==> src/rtl/pdp8_pkg.sv <==
// pdp8_pkg: shared memory geometry and arbiter state encoding for the PDP-8 core.
package pdp8_pkg;

   localparam int PDP8_ADDR_WIDTH = 12;
   localparam int PDP8_DATA_WIDTH = 12;

   typedef enum logic [2:0] {
      IDLE,
      IFU_RD,
      EXEC_RD,
      EXEC_WR,
      RESP
   } arb_state_e;

endpackage

==> src/rtl/pdp8_mem_arbiter.sv <==
// pdp8_mem_arbiter: shares one single-port memory between instruction fetch and execute.
// Grant is decided combinationally in IDLE, so an uncontested request strobes memory the same cycle.
module pdp8_mem_arbiter
   import pdp8_pkg::*;
#(
   parameter int ADDR_WIDTH = PDP8_ADDR_WIDTH,
   parameter int DATA_WIDTH = PDP8_DATA_WIDTH,
   parameter int MAX_WAIT   = 4
) (
   input  logic                  clk,
   input  logic                  reset_n,
   input  logic                  ifu_rd_req,
   input  logic [ADDR_WIDTH-1:0] ifu_rd_addr,
   output logic [DATA_WIDTH-1:0] ifu_rd_data,
   output logic                  ifu_rd_valid,
   input  logic                  exec_rd_req,
   input  logic [ADDR_WIDTH-1:0] exec_rd_addr,
   output logic [DATA_WIDTH-1:0] exec_rd_data,
   output logic                  exec_rd_valid,
   input  logic                  exec_wr_req,
   input  logic [ADDR_WIDTH-1:0] exec_wr_addr,
   input  logic [DATA_WIDTH-1:0] exec_wr_data,
   output logic                  exec_wr_done,
   output logic                  mem_req,
   output logic                  mem_we,
   output logic [ADDR_WIDTH-1:0] mem_addr,
   output logic [DATA_WIDTH-1:0] mem_wdata,
   input  logic [DATA_WIDTH-1:0] mem_rdata
);

   localparam int CW = $clog2(MAX_WAIT + 1);

   arb_state_e    state;
   logic [CW-1:0] wait_cnt;
   logic          idle, starved, ifu_win, grant_ifu, grant_rd, grant_wr;

   // Gating with reset_n keeps the memory strobe quiet while reset is held.
   always_comb begin
      idle      = reset_n && state == IDLE;
      starved   = wait_cnt == CW'(MAX_WAIT);
      ifu_win   = ifu_rd_req && (starved || !(exec_wr_req || exec_rd_req));
      grant_ifu = idle && ifu_win;
      grant_wr  = idle && !ifu_win && exec_wr_req;
      grant_rd  = idle && !ifu_win && !exec_wr_req && exec_rd_req;
      mem_req   = grant_ifu || grant_wr || grant_rd;
      mem_we    = grant_wr;
      mem_addr  = grant_wr ? exec_wr_addr : grant_rd ? exec_rd_addr : grant_ifu ? ifu_rd_addr : '0;
      mem_wdata = grant_wr ? exec_wr_data : '0;
   end

   always_ff @(posedge clk) begin
      if (!reset_n) begin
         state         <= IDLE;
         wait_cnt      <= '0;
         ifu_rd_data   <= '0;
         exec_rd_data  <= '0;
         ifu_rd_valid  <= 1'b0;
         exec_rd_valid <= 1'b0;
         exec_wr_done  <= 1'b0;
      end else begin
         ifu_rd_valid  <= 1'b0;
         exec_rd_valid <= 1'b0;
         exec_wr_done  <= 1'b0;
         wait_cnt      <= (!ifu_rd_req || grant_ifu) ? '0 :
                          (state == IDLE && !starved) ? wait_cnt + 1'b1 : wait_cnt;
         case (state)
            IDLE:    state <= grant_wr ? EXEC_WR : grant_rd ? EXEC_RD : grant_ifu ? IFU_RD : IDLE;
            IFU_RD: begin
               ifu_rd_data  <= mem_rdata;
               ifu_rd_valid <= 1'b1;
               state        <= RESP;
            end
            EXEC_RD: begin
               exec_rd_data  <= mem_rdata;
               exec_rd_valid <= 1'b1;
               state         <= RESP;
            end
            EXEC_WR: begin
               exec_wr_done <= 1'b1;
               state        <= RESP;
            end
            default: state <= IDLE;
         endcase
      end
   end

endmodule
==> config.mk <==
export PLATFORM = sky130hd
export DESIGN_NAME = pdp8_mem_arbiter
export DESIGN_NICKNAME = d
export VERILOG_FILES = /design/src/rtl/pdp8_pkg.sv /design/src/rtl/pdp8_mem_arbiter.sv
export SDC_FILE = /design/constraint.sdc
export NUM_CORES = 1
export LEC_CHECK = 0
export CORE_MARGIN = 4
export CORE_UTILIZATION = 38
export CTS_CLUSTER_SIZE = 8
export DETAILED_ROUTE_END_ITERATION = 8
export PLACE_DENSITY = 0.86
export SYNTH_ARGS = -nofsm -noshare
export SYNTH_HDL_FRONTEND = slang
export SYNTH_SLANG_ARGS = --single-unit
==> constraint.sdc <==
create_clock -name clk -period 4.9 [get_ports clk]
set_input_delay 0.98 -clock clk [delete_from_list [all_inputs] [get_ports clk]]
set_output_delay 0.98 -clock clk [all_outputs]
set_load 0.005 [all_outputs]
==> impl_metrics.csv <==
group,metric,value,unit
setup_path,end_kind,"primary output",
clock_tree,cts_setup_buffers,0,
timing,fin_skew,3.20,ps
logic_synthesis,synth_area_leader_cell,"dfxtp_1",
route,vias,1829,
setup_path,worstRegToRegCells,5,
setup_path,cp_data_required_time,3920,ps
logic_synthesis,synthesis.area,0.00173,mm²
global_routing,antenna_found_initial,0,
global_routing,grt_pass1_vias,1696,
global_routing,grt_max_degree,28,
power,combPwrFrac,30.4,%
route,firstDrtPassIters,7,
finish,layout.nets,374,
setup_path,r2r-end,"wait_cnt[1]",
placed_design,place_ws,678,ps
die,die_area,0.00569,mm²
die,die_h,75.5,µm
clock_tree,hold_buffers,0,
power,ir_drop,223,µV
timing,timing.final.crit_share,85.4,%
setup_path,cp-startpoint,"reset_n",
logic_synthesis,synth-edff-count,0,
timing,hold_ws,460,ps
clock_tree,clk_pin_slew,60,ps
clock_tree,cts_buffers,5,
logic_synthesis,ys_top_cells_by_count,"33 x dfxtp_1, 25 x nand2_1, 15 x inv_1, 15 x nor2b_1",
logic_synthesis,syn_avg_cell_area,8.91,µm²
timing,finalMaxSlewViolations,0,
clock_tree,cts_resized,0,
timing,fin_crit,4190,ps
timing,fin_tns_setup,0,ps
power,leakage,0.00109,µW
power,p_clk_share,27.3,%
setup_path,crit_fanout,17,
job,max-cap-violations,0,
power,p_sw,188,µW
die,die_w,75.5,µm
route,drc,0,
logic_synthesis,synth_cells,194,
timing,fin_ws,714,ps
power,power_density,234,mW/mm²
timing,worstMarginPinSlew,822,ps
finish,multiInputGateArea,925,µm²
clock_tree,clock_sinks,33,
setup_path,r2r_slack,3040,ps
logic_synthesis,synth_area_leaders,"dfxtp_1 38%, mux2i_1 7.5%, a222oi_1 6.9%",
finish,areaGrowthSynthToFinish,74.2,%
die,row_count,24,
clock_tree,cts_root_buf,"clkbuf_8",
timing,setup_violations,0,
min_path,hold_class,"reg -> reg",
power,power.internal,519,µW
power,seqPwrFrac,42.3,%
finish,nFillCells,359,
logic_synthesis,ys_warn_count,0,
timing,hold_viol,0,
timing,rsz0062_at_grt,"false",
logic_synthesis,synth.ff_latch_count,33,
route,drt_iter0_markers,99,
logic_synthesis,syn_nets,261,
route,wire_per_inst,15.5,µm
die,io_pins,118,
setup_path,reg2reg_from,"wait_cnt[0]",
clock_tree,cts_tree,"yes",
power,p_sw_share,26.5,%
die,core,0.00438,mm²
timing,fmax,239,MHz
setup_path,cp-endpoint,"mem_wdata[9]",
finish,layout.cells.non_filler,360,
logic_synthesis,yosysSeqAreaShare,38.2,%
finish,drive_gt1_share,6.17,%
logic_synthesis,synthDominantCellAreaShare,38.2,%
logic_synthesis,async_flop_share,0,%
placed_design,dp_cells,352,
placed_design,gp_congestion,0.774,
power,p_total,707,µW
finish,diodes,0,
clock_tree,clk_latency,280,ps
setup_path,critPathKind,"in -> out",
setup_path,start_kind,"input port",
timing,slew_headroom,43.8,%
die,start_util,39.4,%
global_routing,overflow,0,
route,wirelength,5.59,mm
global_routing,grtUsageTotal,18.4,%
run_status,outcome,"finished, final reports clean",
finish,regArea,661,µm²
placed_design,dp_hpwl,4.31,mm
logic_synthesis,ys_types,30,
route,vias_per_cell,5.08,
clock_tree,h-tree-depth,2,
clock_tree,clk_path_buf_depth,2,
setup_path,arrival,3210,ps
logic_synthesis,yosysMostFrequentCell,"dfxtp_1",
logic_synthesis,synth_flop_cell,"dfxtp_1",
route,postRouteAntennaNets,0,
placed_design,portBuffers,117,
global_routing,grt_pass1_wl,8.04,mm
## worst min path at each step
| stage | start | end | slack, ps | cells past startpoint |
|---|---|---|---|---|
| floorplan | ifu_rd_data[0] | ifu_rd_data[0] | 460 | 2 |
| global placement | ifu_rd_data[7] | ifu_rd_data[7] | 450 | 2 |
| detailed placement | ifu_rd_data[11] | ifu_rd_data[11] | 460 | 2 |
| CTS | ifu_rd_data[11] | ifu_rd_data[11] | 460 | 2 |
| global route | ifu_rd_data[6] | ifu_rd_data[6] | 480 | 2 |
| finish | ifu_rd_data[11] | ifu_rd_data[11] | 460 | 2 |
## placed cells by master, fill, tap and decap left out, types with 2 or more instances in the layout
cell / n
nand2_1: 25
clkbuf_8: 5
buf_4: 7
mux2i_1: 13
a21boi_0: 12
clkdlybuf4s50_1: 117
clkinv_2: 2
inv_1: 15
nor2b_1: 15
ha_1: 2
a222oi_1: 12
dfxtp_1: 33
and2_1: 13
a211oi_1: 2
a311oi_1: 12
nor2_1: 7
## metrics by stage
step,area [µm²],utilization (%)
floorplan,1730,-
global placement,2930,66.8
detailed placement,2930,66.8
CTS,3010,68.7
global route,3010,68.7
finish,3010,68.7
## flip-flops by register name (all words and copies together) (netlist names)
register,count
exec_rd_valid,1
ifu_rd_valid,1
state,3
ifu_rd_data,12
wait_cnt,3
exec_wr_done,1
exec_rd_data,12
## final cells by class
cell class / instances / share of cell area (%)
timing repair buffer: 124 / 40.6
clock inverter: 2 / 0.332
inverter: 15 / 1.87
clock buffer: 6 / 2.41
multi-input combinational: 128 / 30.7
sequential: 33 / 21.9
tap: 52 / 2.16
## layer usage
layer	GRT usage [%]	wire (µm)	vias to the layer above
met1	19.7	2090	823
met5	0	0	-
met3	10.0	869	4
li1	-	-	913
met2	31.4	2600	89
met4	4.66	25	0
## critical path: stages
cell and delay (ps):
clkdlybuf4s50_1 470, or4b_4 600, a211oi_4 440, and2_1 200
clkdlybuf4s50_1 520
## cell families (layout without fill, tap and decap cells)
kind of cell / Yosys count / after routing / share of synthesized area (%)
multiplexers: 13 / 13 / 7.53
AO/OA/AOI/OAI: 45 / 45 / 23.3
buffers and inverters: 33 / 147 / 8.61
AND/OR/NAND/NOR: 67 / 67 / 20.4
XOR/XNOR: 1 / 1 / 0.507
flip-flops: 33 / 33 / 38.2
adder cells (fa/ha/maj): 2 / 2 / 1.45
## power by group through the flow
stage / Sequential, µW / Clock [µW] / Combinational (µW)
2_1_floorplan: 303 / 0 / 93.3
3_3_place_gp: 304 / 0 / 214
3_5_place_dp: 305 / 0 / 216
4_1_cts: 299 / 199 / 218
5_1_grt: 302 / 211 / 233
6_report: 299 / 193 / 215
No activity file was read; power rests on OpenSTA's default activity.
